===== src/rtl/id_ctrl_pkg.sv =====
// Shared CPU definitions used by the decode-stage issue controller:
// RV opcode constants and the decode buffer state encoding.
package id_ctrl_pkg;

    localparam logic [6:0] OPC_LUI    = 7'b0110111;
    localparam logic [6:0] OPC_AUIPC  = 7'b0010111;
    localparam logic [6:0] OPC_JAL    = 7'b1101111;
    localparam logic [6:0] OPC_OP     = 7'b0110011;
    localparam logic [6:0] OPC_OP32   = 7'b0111011;
    localparam logic [6:0] OPC_BRANCH = 7'b1100011;
    localparam logic [6:0] OPC_STORE  = 7'b0100011;
    localparam logic [6:0] OPC_SYSTEM = 7'b1110011;

    typedef enum logic [1:0] {
        ST_EMPTY = 2'd0,
        ST_FULL  = 2'd1,
        ST_HAZ   = 2'd2,
        ST_CSRW  = 2'd3
    } id_state_e;

    // SYSTEM ops with func3[2] set take a zimm in the rs1 field, not a register.
    function automatic logic uses_rs1(input logic [6:0] opcode, input logic func3_msb);
        return !((opcode == OPC_LUI) || (opcode == OPC_AUIPC) || (opcode == OPC_JAL) ||
                 ((opcode == OPC_SYSTEM) && func3_msb));
    endfunction

    function automatic logic uses_rs2(input logic [6:0] opcode);
        return (opcode == OPC_OP) || (opcode == OPC_OP32) ||
               (opcode == OPC_BRANCH) || (opcode == OPC_STORE);
    endfunction

endpackage


===== src/rtl/id_ctrl_if.sv =====
// Fetch-to-decode offer and decode-to-execute issue handshakes.
// The slave modport is the decode controller; master is its environment.
interface id_ctrl_if;

    logic        if_valid;
    logic [31:0] if_instr;
    logic [63:0] if_pc;
    logic        if_ready;

    logic        id_valid;
    logic [31:0] id_instr;
    logic [63:0] id_pc;
    logic        id_ready;

    modport master (
        output if_valid, if_instr, if_pc, id_ready,
        input  if_ready, id_valid, id_instr, id_pc
    );

    modport slave (
        input  if_valid, if_instr, if_pc, id_ready,
        output if_ready, id_valid, id_instr, id_pc
    );

endinterface


===== src/rtl/id_ctrl_decoder.sv =====
// Field extractor for a 32-bit RV instruction word: the register-source
// operands and major opcode/func3 needed by the hazard logic.
module id_ctrl_decoder (
    input  logic [31:0] instr,
    output logic [6:0]  opcode,
    output logic [2:0]  func3,
    output logic [4:0]  rs1,
    output logic [4:0]  rs2
);

    logic unused_fields;

    assign opcode        = instr[6:0];
    assign func3         = instr[14:12];
    assign rs1           = instr[19:15];
    assign rs2           = instr[24:20];
    assign unused_fields = ^{instr[31:25], instr[11:7]};

endmodule


===== src/rtl/id_ctrl.sv =====
// Decode-stage issue controller: one-entry instruction buffer that holds
// back load-use hazards and CSR accesses until the pipeline is ready.
module id_ctrl
    import id_ctrl_pkg::*;
(
    input  logic          clk,
    input  logic          rst_n,
    id_ctrl_if.slave      bus,
    input  logic          ex_valid,
    input  logic          ex_is_load,
    input  logic [4:0]    ex_rd,
    input  logic          pipe_empty,
    input  logic          flush,
    output logic [31:0]   stall_cnt
);

    id_state_e   state_q, state_d;
    logic [31:0] instr_q, instr_d;
    logic [63:0] pc_q, pc_d;
    logic [31:0] stall_cnt_q, stall_cnt_d;

    logic [6:0]  opcode;
    logic [2:0]  func3;
    logic [4:0]  rs1;
    logic [4:0]  rs2;
    logic        unused_func3;

    logic rs1_used, rs2_used;
    logic hazard, csr_wait;
    logic id_valid, if_ready;
    logic fire_in, fire_out;

    id_ctrl_decoder u_decoder (
        .instr  (instr_q),
        .opcode (opcode),
        .func3  (func3),
        .rs1    (rs1),
        .rs2    (rs2)
    );

    assign unused_func3 = ^func3[1:0];

    always_comb begin
        rs1_used = uses_rs1(opcode, func3[2]);
        rs2_used = uses_rs2(opcode);
        hazard   = ex_valid && ex_is_load && (ex_rd != 5'd0) &&
                   ((rs1_used && (rs1 == ex_rd)) || (rs2_used && (rs2 == ex_rd)));
        csr_wait = (opcode == OPC_SYSTEM) && !pipe_empty;
        id_valid = !flush && (state_q == ST_FULL) && !hazard && !csr_wait;
        fire_out = id_valid && bus.id_ready;
        if_ready = !flush && ((state_q == ST_EMPTY) || fire_out);
        fire_in  = bus.if_valid && if_ready;
    end

    assign bus.id_valid = id_valid;
    assign bus.if_ready = if_ready;
    assign bus.id_instr = instr_q;
    assign bus.id_pc    = pc_q;
    assign stall_cnt    = stall_cnt_q;

    // Flush overrides everything; fire_in is already masked by flush via if_ready.
    always_comb begin
        state_d     = state_q;
        instr_d     = instr_q;
        pc_d        = pc_q;
        stall_cnt_d = stall_cnt_q;

        if (flush) begin
            state_d = ST_EMPTY;
        end else begin
            unique case (state_q)
                ST_EMPTY: if (fire_in) state_d = ST_FULL;
                ST_FULL: begin
                    if (hazard)                    state_d = ST_HAZ;
                    else if (csr_wait)             state_d = ST_CSRW;
                    else if (fire_out && !fire_in) state_d = ST_EMPTY;
                end
                ST_HAZ:  if (!hazard)   state_d = ST_FULL;
                ST_CSRW: if (!csr_wait) state_d = ST_FULL;
                default: state_d = ST_EMPTY;
            endcase

            if ((state_q == ST_HAZ || state_q == ST_CSRW) && (stall_cnt_q != 32'hFFFF_FFFF))
                stall_cnt_d = stall_cnt_q + 32'd1;
        end

        if (fire_in) begin
            instr_d = bus.if_instr;
            pc_d    = bus.if_pc;
        end
    end

    always_ff @(posedge clk or negedge rst_n) begin
        if (!rst_n) begin
            state_q     <= ST_EMPTY;
            instr_q     <= 32'd0;
            pc_q        <= 64'd0;
            stall_cnt_q <= 32'd0;
        end else begin
            state_q     <= state_d;
            instr_q     <= instr_d;
            pc_q        <= pc_d;
            stall_cnt_q <= stall_cnt_d;
        end
    end

endmodule


===== src/flat_wrapper.sv =====
// flat-port wrapper written by rule: the top's interface ports become plain ports
module id_ctrl_flat import id_ctrl_pkg::*;
  (clk, rst_n, ex_valid, ex_is_load, ex_rd, pipe_empty, flush, stall_cnt, bus_if_valid, bus_if_instr, bus_if_pc, bus_id_ready, bus_if_ready, bus_id_valid, bus_id_instr, bus_id_pc);
  id_ctrl_if bus_i ();
  input  logic clk;
  input  logic rst_n;
  input  logic ex_valid;
  input  logic ex_is_load;
  input  logic [4:0] ex_rd;
  input  logic pipe_empty;
  input  logic flush;
  output logic [31:0] stall_cnt;
  input wire logic [$bits(bus_i.if_valid)-1:0] bus_if_valid;
  input wire logic [$bits(bus_i.if_instr)-1:0] bus_if_instr;
  input wire logic [$bits(bus_i.if_pc)-1:0] bus_if_pc;
  input wire logic [$bits(bus_i.id_ready)-1:0] bus_id_ready;
  output wire logic [$bits(bus_i.if_ready)-1:0] bus_if_ready;
  output wire logic [$bits(bus_i.id_valid)-1:0] bus_id_valid;
  output wire logic [$bits(bus_i.id_instr)-1:0] bus_id_instr;
  output wire logic [$bits(bus_i.id_pc)-1:0] bus_id_pc;
  assign bus_i.if_valid = bus_if_valid;
  assign bus_i.if_instr = bus_if_instr;
  assign bus_i.if_pc = bus_if_pc;
  assign bus_i.id_ready = bus_id_ready;
  assign bus_if_ready = bus_i.if_ready;
  assign bus_id_valid = bus_i.id_valid;
  assign bus_id_instr = bus_i.id_instr;
  assign bus_id_pc = bus_i.id_pc;
  id_ctrl u_core (.clk(clk), .rst_n(rst_n), .bus(bus_i), .ex_valid(ex_valid), .ex_is_load(ex_is_load), .ex_rd(ex_rd), .pipe_empty(pipe_empty), .flush(flush), .stall_cnt(stall_cnt));
endmodule

===== config.mk =====
export PLATFORM = sky130hd
export DESIGN_NAME = id_ctrl_flat
export DESIGN_NICKNAME = d
export VERILOG_FILES = /design/src/rtl/id_ctrl_pkg.sv /design/src/rtl/id_ctrl_if.sv /design/src/rtl/id_ctrl_decoder.sv /design/src/rtl/id_ctrl.sv /design/src/flat_wrapper.sv
export SDC_FILE = /design/constraint.sdc
export NUM_CORES = 1
export LEC_CHECK = 0
export ABC_CLOCK_PERIOD_IN_PS = 7380
export BUFFER_PORTS_ARGS = -buffer_cell sky130_fd_sc_hd__buf_2
export CORE_UTILIZATION = 50
export CTS_CLUSTER_DIAMETER = 80
export DETAILED_ROUTE_END_ITERATION = 10
export PLACE_DENSITY_LB_ADDON = 0.25
export SLEW_MARGIN = 0
export SYNTH_ARGS = -nofsm -noshare
export SYNTH_HDL_FRONTEND = slang
export SYNTH_HIERARCHICAL = 1
export SYNTH_SLANG_ARGS = --single-unit

===== constraint.sdc =====
create_clock -name clk -period 7.38 [get_ports clk]
set_input_delay 1.107 -clock clk [delete_from_list [all_inputs] [get_ports clk]]
set_output_delay 1.107 -clock clk [all_outputs]
set_load 0.02 [all_outputs]

==> results of run 1 <==
sequential cells by signal, indices dropped and copies added (netlist names):
name                 flops
u_core/bus.id_pc        64
u_core/bus.id_instr     32
u_core/stall_cnt        32
u_core/state_q           2
critical path, stage by stage:
cell,delay (ns)
buf_2,0.12
or4_1,0.56
o211ai_2,0.19
nor4_1,0.11
or2_2,0.33
and4b_1,0.25
buf_2,0.16
power breakdown:
part           leakage (nW)  total (mW)  internal (mW)  switching, mW
Clock                 0.315       0.906          0.608          0.298
Sequential             1.60       0.875          0.809         0.0653
Combinational          1.92       0.439          0.201          0.239
per-stage QoR:
stage | power [mW] | setup slack, ns | area (µm²) | std cells | util (%)
floorplan | 1.170 | 3.718 | 5678 | 397 | -
global placement | 1.310 | 3.186 | 6845 | 746 | 62.60
detailed placement | 1.324 | 3.094 | 6845 | 746 | 62.60
CTS | 2.240 | 3.437 | 7493 | 778 | 68.52
global route | 2.309 | 3.369 | 7493 | 778 | 68.52
finish | 2.220 | 3.445 | 7493 | 778 | 68.52
cell type report:
cell class / instances / area [µm²] / area share, %
flip-flops and latches: 130 / 3253 / 43.41
multi-input cells: 235 / 2205 / 29.42
repair buffers: 240 / 1209 / 16.13
clock buffers: 23 / 498.0 / 6.646
well taps: 140 / 175.2 / 2.338
clock inverters: 9 / 150.1 / 2.004
inverters: 1 / 3.754 / 0.05009
path summary, 6_finish.rpt:
kind	cells past startpoint	start	to	slack (ns)
max in group asynchronous	2	rst_n	u_core/bus.id_pc[15]	5.25
min in group asynchronous	1	rst_n	u_core/bus.id_instr[21]	0.73
max	7	ex_rd[1]	bus_id_valid	3.45
min	1	u_core/stall_cnt[31]	u_core/stall_cnt[31]	0.48
max reg2reg	7	u_core/bus.id_instr[4]	u_core/bus.id_pc[33]	3.86
min reg2reg	1	u_core/stall_cnt[31]	u_core/stall_cnt[31]	0.48
routing by layer:
layer  up-vias  track usage (%)  share of wire, %
met5         -                0                 0
met1      1966            24.84                38
met3        24            9.464               7.2
li1       1838                -                 -
met2       155            41.55                53
met4         0            9.556               1.9
==> flow_summary_export.csv, run 1 <==
group,metric,value,unit
worst_setup_path,crit_required,6.27,ns
clocking,path_clk_slew,0.05,ns
route,first_iter_violations,156,
clocking,htreeDepth,4,
route,vias,3983,
placed_design,gp_congestion,0.7805,
worst_setup_path,cp.arrival,2.83,ns
layout,nets,735,
outcome,outcome,"completed",
timing,finalSetupTns,0,ns
yosys,ys.warnings.count,6,
yosys,synth_area,5678,µm²
clocking,cts_resized,0,
layout,drive_gt1_share,58.62,%
timing,whs,0.4827,ns
route,routed_wl,13290,µm
placed_design,hpwl,9360,µm
run,maxCapViolations,0,
route,ant_nets,0,
grt,grt_max_degree,78,
worst_setup_path,cp-end-kind,"output port",
floorplanning,fp-row-count,38,
timing,rsz0062_at_grt,"false",
route,wl_per_cell,17.08,µm
floorplanning,die_h,108.6,µm
clocking,numCtsBuffers,17,
floorplanning,coreArea,10940,µm²
clocking,cts_buffer_depth,2,
timing,setup_viol,0,
layout,antenna_cells,0,
timing,skew,0.005671,ns
route,dr.pass1.iters,4,
layout,fill_cells,825,
timing,max_freq,0.2541,GHz
clocking,clock_sinks,130,
layout,mostFrequentLayoutCells,"buf_2, dfrtp_1, mux2_2",
power_and_ir_drop,p_leak,3.835,nW
power_and_ir_drop,peakVddDrop,0.2263,mV
route,drcViolationCount,0,
timing,post-route-min-period,3.935,ns
route,avgViaCountPerCell,5.120,
clocking,cts_tree,"done",
floorplanning,initial_core_util,51.92,%
yosys,synth_fp_nets,507,
clocking,clockRootBuffer,"clkbuf_16",
floorplanning,ios,239,
worst_setup_path,crit_fanout,3,
layout,area_delta_synth_final,31.97,%
timing,timing.final.crit_share,53.32,%
worst_setup_path,crit_type,"in -> out",
floorplanning,die_area,11790,µm²
grt,grt_pass1_vias,4252,
grt,antenna_found_initial,0,
power_and_ir_drop,power.density,296.3,nW/µm²
layout,layout_commonest_cell,"buf_2",
timing,relSlewSlack,36.49,%
clocking,postCtsHoldBufs,0,
timing,hold_viol,0,
placed_design,port_buffers,238,
worst_setup_path,critPathLaunchType,"input pin",
grt,grt_overflow,0,
clocking,cts_setup_buffers,0,
grt,grt_pass1_wl,20540,µm
worst_hold_path,hold_class,"reg -> reg",
clocking,clock_latency,0.41,ns
yosys,synthCells,397,
timing,slew_viol_final,0,
timing,tightest_slew,0.9526,ns
grt,track_usage,23.54,%
floorplanning,die_w,108.6,µm
yosys,synth_area_per_cell,14.30,µm²
Power figures use the tool's default switching activity.
==> inputs of run 2 (changes only) <==
--- a/config.mk
+++ b/config.mk
@@ -5,9 +5,9 @@
 export SDC_FILE = /design/constraint.sdc
 export NUM_CORES = 1
 export LEC_CHECK = 0
-export ABC_CLOCK_PERIOD_IN_PS = 7380
+export ABC_CLOCK_PERIOD_IN_PS = 3730
 export BUFFER_PORTS_ARGS = -buffer_cell sky130_fd_sc_hd__buf_2
-export CORE_UTILIZATION = 50
+export CORE_UTILIZATION = 48
 export CTS_CLUSTER_DIAMETER = 80
 export DETAILED_ROUTE_END_ITERATION = 10
 export PLACE_DENSITY_LB_ADDON = 0.25
==> constraint.sdc (replaced) <==
create_clock -name clk -period 3.73 [get_ports clk]
set_input_delay 0.5595 -clock clk [delete_from_list [all_inputs] [get_ports clk]]
set_output_delay 0.5595 -clock clk [all_outputs]
set_load 0.02 [all_outputs]
==> run 2 against run 1 <==
Compared with the run above:
- cell count is 0.13% higher
- total power is 87% higher
- sequential power is 97% higher
- clock skew hardly changed
- flip-flop and latch count stayed put
- critical path type is now reg -> out
- largest cell class unchanged
- largest power group is now sequential cells
==> flow_summary_export.csv, run 2 (same netlist as run 1, synthesis figures left out) <==
group,metric,value,unit
grt,grt_pass1_wl,20270,µm
layout,largest_reg_flops,64,
clocking,cts_buffer_depth,2,
timing,tightest_slew,0.8821,ns
power_and_ir_drop,pwr-share-comb,20.7,%
grt,grt_overflow,0,
layout,fill_cells,925,
route,avgViaCountPerCell,5.005,
route,drcViolationCount,0,
route,ant_nets,0,
layout,drive_gt1_share,58.49,%
layout,mostFrequentLayoutCells,"buf_2, dfrtp_1, mux2_2",
clocking,cts_resized,0,
layout,regArea,3253,µm²
layout,fin_area,7445,µm²
timing,skew,0.005991,ns
placed_design,gp_congestion,0.8158,
grt,antenna_found_initial,0,
worst_setup_path,crit_fanout,5,
timing,rsz0062_at_grt,"false",
clocking,clockRootBuffer,"clkbuf_16",
clocking,path_clk_slew,0.05,ns
route,wl_per_cell,15.61,µm
worst_setup_path,cp.arrival,2.56,ns
layout,antenna_cells,0,
power_and_ir_drop,p_seq_share,41.6,%
worst_setup_path,crit_chain,"mux2_2 > or4b_1 > nor3_1 > or2_2 > and4b_1 > buf_2",
worst_hold_path,hold_class,"in -> async",
worst_setup_path,cp_slowest_cell,"or4b_1",
worst_setup_path,rrSetupSlack,0.89,ns
timing,timing.final.crit_share,83.67,%
timing,whs,0.2571,ns
placed_design,dpl-instance-area,6889,µm²
power_and_ir_drop,power.switching,1.132,mW
power_and_ir_drop,internal-power,3.015,mW
power_and_ir_drop,power.density,557.1,nW/µm²
worst_setup_path,cp-end-kind,"output port",
timing,setup_viol,0,
layout,area_delta_synth_final,31.12,%
grt,grt_pass1_vias,4007,
route,first_iter_violations,141,
route,dr.pass1.iters,4,
floorplanning,die_area,12270,µm²
power_and_ir_drop,p_sw_share,27.31,%
clocking,clock_sinks,130,
worst_setup_path,path_depth,6,
worst_setup_path,crit_required,3.17,ns
floorplanning,die_h,110.8,µm
layout,layout_commonest_cell,"buf_2",
run,maxCapViolations,0,
timing,worst_slack,0.6092,ns
clocking,numCtsBuffers,17,
worst_setup_path,slowest_delay,0.46,ns
timing,max_freq,0.3204,GHz
route,vias,3899,
worst_setup_path,critical_path_buf_inv_count,1,
worst_setup_path,regToRegEndpoint,"u_core/bus.id_pc[32]",
layout,nets,737,
worst_setup_path,cp-endpoint,"bus_id_valid",
power_and_ir_drop,peakVddDrop,0.3237,mV
floorplanning,ios,239,
placed_design,port_buffers,238,
placed_design,post-place-ws,0.7902,ns
grt,grt_max_degree,71,
floorplanning,die_w,110.8,µm
timing,post-route-min-period,3.121,ns
power_and_ir_drop,pwr-share-clk,37.7,%
worst_setup_path,r2r_cells,7,
outcome,outcome,"completed",
route,routed_wl,12160,µm
floorplanning,fp-row-count,39,
worst_setup_path,cpLargestDelayFamily,"simple AND/OR/NAND/NOR gates",
layout,multi_input_area,2205,µm²
clocking,clock_latency,0.41,ns
timing,hold_viol,0,
power_and_ir_drop,p_leak,3.819,nW
timing,finalSetupTns,0,ns
worst_setup_path,crit_type,"reg -> out",
clocking,htreeDepth,4,
worst_setup_path,rr_startpoint,"u_core/bus.id_instr[4]",
clocking,cts_tree,"done",
grt,track_usage,21.13,%
timing,slew_viol_final,0,
clocking,cts_setup_buffers,0,
placed_design,hpwl,8838,µm
worst_setup_path,cp-startpoint,"u_core/bus.id_instr[4]",
floorplanning,initial_core_util,49.51,%
worst_setup_path,critPathLaunchType,"flop",
floorplanning,coreArea,11470,µm²
timing,relSlewSlack,41.19,%
clocking,postCtsHoldBufs,0,
-- run 2: layout make-up --
cell class,count,share of cell area (%)
multi-input combinational,235,29.61
sequential,130,43.70
clock inverter,7,1.143
inverter,1,0.05042
timing repair buffer,242,16.77
tap,143,2.403
clock buffer,21,6.319
-- run 2: metrics by stage --
step / cells / utilization (%) / power, mW
3_3_place_gp: 751 / 60.08 / 2.587
6_report: 779 / 64.92 / 4.147
4_1_cts: 779 / 64.92 / 4.197
5_1_grt: 779 / 64.92 / 4.334
2_1_floorplan: 397 / - / 2.314
3_5_place_dp: 751 / 60.08 / 2.610
-- run 2: worst min-delay path by stage --
stage | startpoint | to | slack, ns
floorplan | rst_n | u_core/bus.id_instr[0] | 0.26
global placement | u_core/stall_cnt[27] | u_core/stall_cnt[27] | 0.47
detailed placement | u_core/stall_cnt[12] | u_core/stall_cnt[12] | 0.48
CTS | rst_n | u_core/bus.id_pc[52] | 0.29
global route | rst_n | u_core/bus.id_pc[52] | 0.32
finish | rst_n | u_core/bus.id_pc[52] | 0.26
-- run 2: power by group through the flow --
stage	clock network (mW)	registers, mW	logic (mW)
after CTS	1.60	1.72	0.871
after floorplan	0	1.96	0.354
after detailed placement	0	1.74	0.869
after global placement	0	1.73	0.854
final	1.56	1.72	0.859
after global routing	1.67	1.75	0.910
-- run 2: layer usage --
layer  track usage, %  vias up  share of wire [%]
met5                0        -                  0
met4            10.31        0                2.4
met3            6.616       25                6.8
met2            33.83      162                 48
met1            25.95     1875                 43
li1                 -     1837                  -
==> inputs of run 3 (changes only) <==
--- a/config.mk
+++ b/config.mk
@@ -5,7 +5,7 @@
 export SDC_FILE = /design/constraint.sdc
 export NUM_CORES = 1
 export LEC_CHECK = 0
-export ABC_CLOCK_PERIOD_IN_PS = 3730
+export ABC_CLOCK_PERIOD_IN_PS = 3300
 export BUFFER_PORTS_ARGS = -buffer_cell sky130_fd_sc_hd__buf_2
 export CORE_UTILIZATION = 48
 export CTS_CLUSTER_DIAMETER = 80
==> constraint.sdc (replaced) <==
create_clock -name clk -period 3.3 [get_ports clk]
set_input_delay 0.495 -clock clk [delete_from_list [all_inputs] [get_ports clk]]
set_output_delay 0.495 -clock clk [all_outputs]
set_load 0.02 [all_outputs]
==> run 3 against run 2 <==
Compared with the run above:
- count of clock-buffer cells in the layout unchanged
- core utilization increased by 0.25 points
- largest cell class unchanged
- critical path type unchanged
- register-to-register slack got worse by 0.33 ns
- highest routed layer unchanged
- combinational power increased by 13%
==> flow_summary_export.csv, run 3 (same netlist as run 1, synthesis figures left out) <==
group,metric,value,unit
layout,layout_commonest_cell,"buf_2",
power_and_ir_drop,p_leak,3.836,nW
worst_setup_path,critical_path_buf_inv_count,1,
route,wl_met2,6033,µm
route,ant_nets,0,
route,drcViolationCount,0,
timing,relSlewSlack,52.93,%
placed_design,placed_cells,753,
worst_setup_path,cp.arrival,2.50,ns
grt,grt_overflow,0,
layout,largest_reg_flops,64,
floorplanning,die_h,110.8,µm
worst_setup_path,crit_type,"reg -> out",
layout,antenna_cells,0,
grt,track_usage,20.69,%
grt,grt_max_degree,131,
worst_hold_path,hold_class,"in -> async",
power_and_ir_drop,power.switching,1.306,mW
timing,finalSetupTns,0,ns
grt,grt_pass1_wl,20110,µm
route,first_iter_violations,135,
placed_design,post-place-ws,0.5000,ns
timing,worst_slack,0.3052,ns
grt,grt_pass1_vias,4165,
layout,utilization,65.17,%
clocking,cts_tree,"done",
power_and_ir_drop,peakVddDrop,0.4570,mV
layout,layout.cells.non_filler,785,
worst_setup_path,cp_slowest_cell,"or4b_1",
floorplanning,die_w,110.8,µm
route,routed.top_layer,"met4",
timing,rsz0062_at_grt,"false",
route,vias,3952,
clocking,postCtsHoldBufs,0,
timing,post-route-min-period,2.995,ns
layout,mostFrequentLayoutCells,"buf_2, dfrtp_1, mux2_2",
placed_design,hpwl,8870,µm
power_and_ir_drop,power.density,622.7,nW/µm²
power_and_ir_drop,p_sw_share,28.06,%
clocking,cts_resized,0,
power_and_ir_drop,pwr-share-clk,37.3,%
worst_setup_path,crit_chain,"mux2_2 > or4b_1 > nor3_1 > or2_2 > and4b_1 > buf_2",
route,avgViaCountPerCell,5.034,
worst_setup_path,cp-end-kind,"output port",
worst_setup_path,critPathLaunchType,"flop",
timing,timing.final.crit_share,90.75,%
floorplanning,fp-row-count,39,
layout,fill_cells,906,
floorplanning,initial_core_util,49.51,%
timing,tightest_slew,0.7060,ns
power_and_ir_drop,p_seq_share,41.8,%
worst_setup_path,slowest_delay,0.46,ns
timing,setup_viol,0,
timing,max_freq,0.3339,GHz
route,wl_per_cell,15.45,µm
clocking,cts_setup_buffers,0,
route,dr.pass1.iters,4,
clocking,clockRootBuffer,"clkbuf_16",
layout,drive_gt1_share,58.88,%
floorplanning,ios,239,
floorplanning,coreArea,11470,µm²
route,met1_length,5026,µm
layout,area_delta_synth_final,31.62,%
power_and_ir_drop,internal-power,3.348,mW
placed_design,gp_congestion,0.7797,
clocking,htreeDepth,4,
layout,nets,739,
timing,hold_viol,0,
clocking,path_clk_slew,0.05,ns
clocking,clock_sinks,130,
timing,skew,0.007645,ns
placed_design,port_buffers,238,
route,wl_met3,811,µm
outcome,outcome,"completed",
worst_setup_path,crit_fanout,5,
timing,slew_viol_final,0,
power_and_ir_drop,pwr-share-comb,20.9,%
clocking,numCtsBuffers,17,
grt,antenna_found_initial,0,
worst_setup_path,crit_required,2.80,ns
clocking,clock_latency,0.41,ns
floorplanning,die_area,12270,µm²
route,routed_wl,12130,µm
worst_setup_path,cpLargestDelayFamily,"simple AND/OR/NAND/NOR gates",
run,maxCapViolations,0,
clocking,cts_buffer_depth,2,
==> run 3: changes by cell type in the layout (fill, tap and decap cells not counted) <==
cell	change
clkinv_2	+3
buf_12	+1
buf_4	+1
bufinv_16	-1
clkinv_4	+1
clkinvlp_4	+1
==> run 3: routing by layer <==
metal / GRT usage, % / up-vias
met5: 0 / -
met4: 9.689 / 0
met3: 5.741 / 20
met2: 34.78 / 158
met1: 24.59 / 1933
li1: - / 1841
==> run 3: per-stage QoR <==
step,hold slack [ns],total power [mW],area [µm²]
2_1_floorplan,0.1994,2.616,5678
3_5_place_dp,0.4761,2.956,6917
5_1_grt,0.2465,4.866,7473
4_1_cts,0.2217,4.710,7473
6_report,0.1637,4.654,7473
3_3_place_gp,0.4733,2.928,6917
==> run 3: area by class of cell <==
class	count	area, µm²	area share [%]
inverter	1	3.754	0.05023
multi-input combinational	235	2205	29.50
tap	143	178.9	2.394
clock buffer	21	470.5	6.295
sequential	130	3253	43.53
timing repair buffer	244	1276	17.08
clock inverter	11	86.33	1.155
==> run 3: worst paths after layout <==
path                                        start                 endpoint  slack, ns  cells after the start
min reg2reg                  u_core/stall_cnt[31]     u_core/stall_cnt[31]       0.49                      1
min in group clk                 bus_if_instr[30]  u_core/bus.id_instr[30]       0.31                      2
min                                         rst_n     u_core/bus.id_pc[52]       0.16                      2
max in group asynchronous                   rst_n   u_core/bus.id_instr[8]       2.58                      2
max reg2reg                u_core/bus.id_instr[4]  u_core/bus.id_instr[10]       0.56                      7
max                        u_core/bus.id_instr[4]             bus_id_valid       0.31                      6
==> run 3: power groups by stage <==
stage,Combinational (mW),Clock (mW),Sequential [mW]
global placement,0.967,0,1.96
CTS,0.986,1.78,1.95
global route,1.03,1.85,1.98
floorplan,0.400,0,2.22
detailed placement,0.988,0,1.97
finish,0.974,1.73,1.95
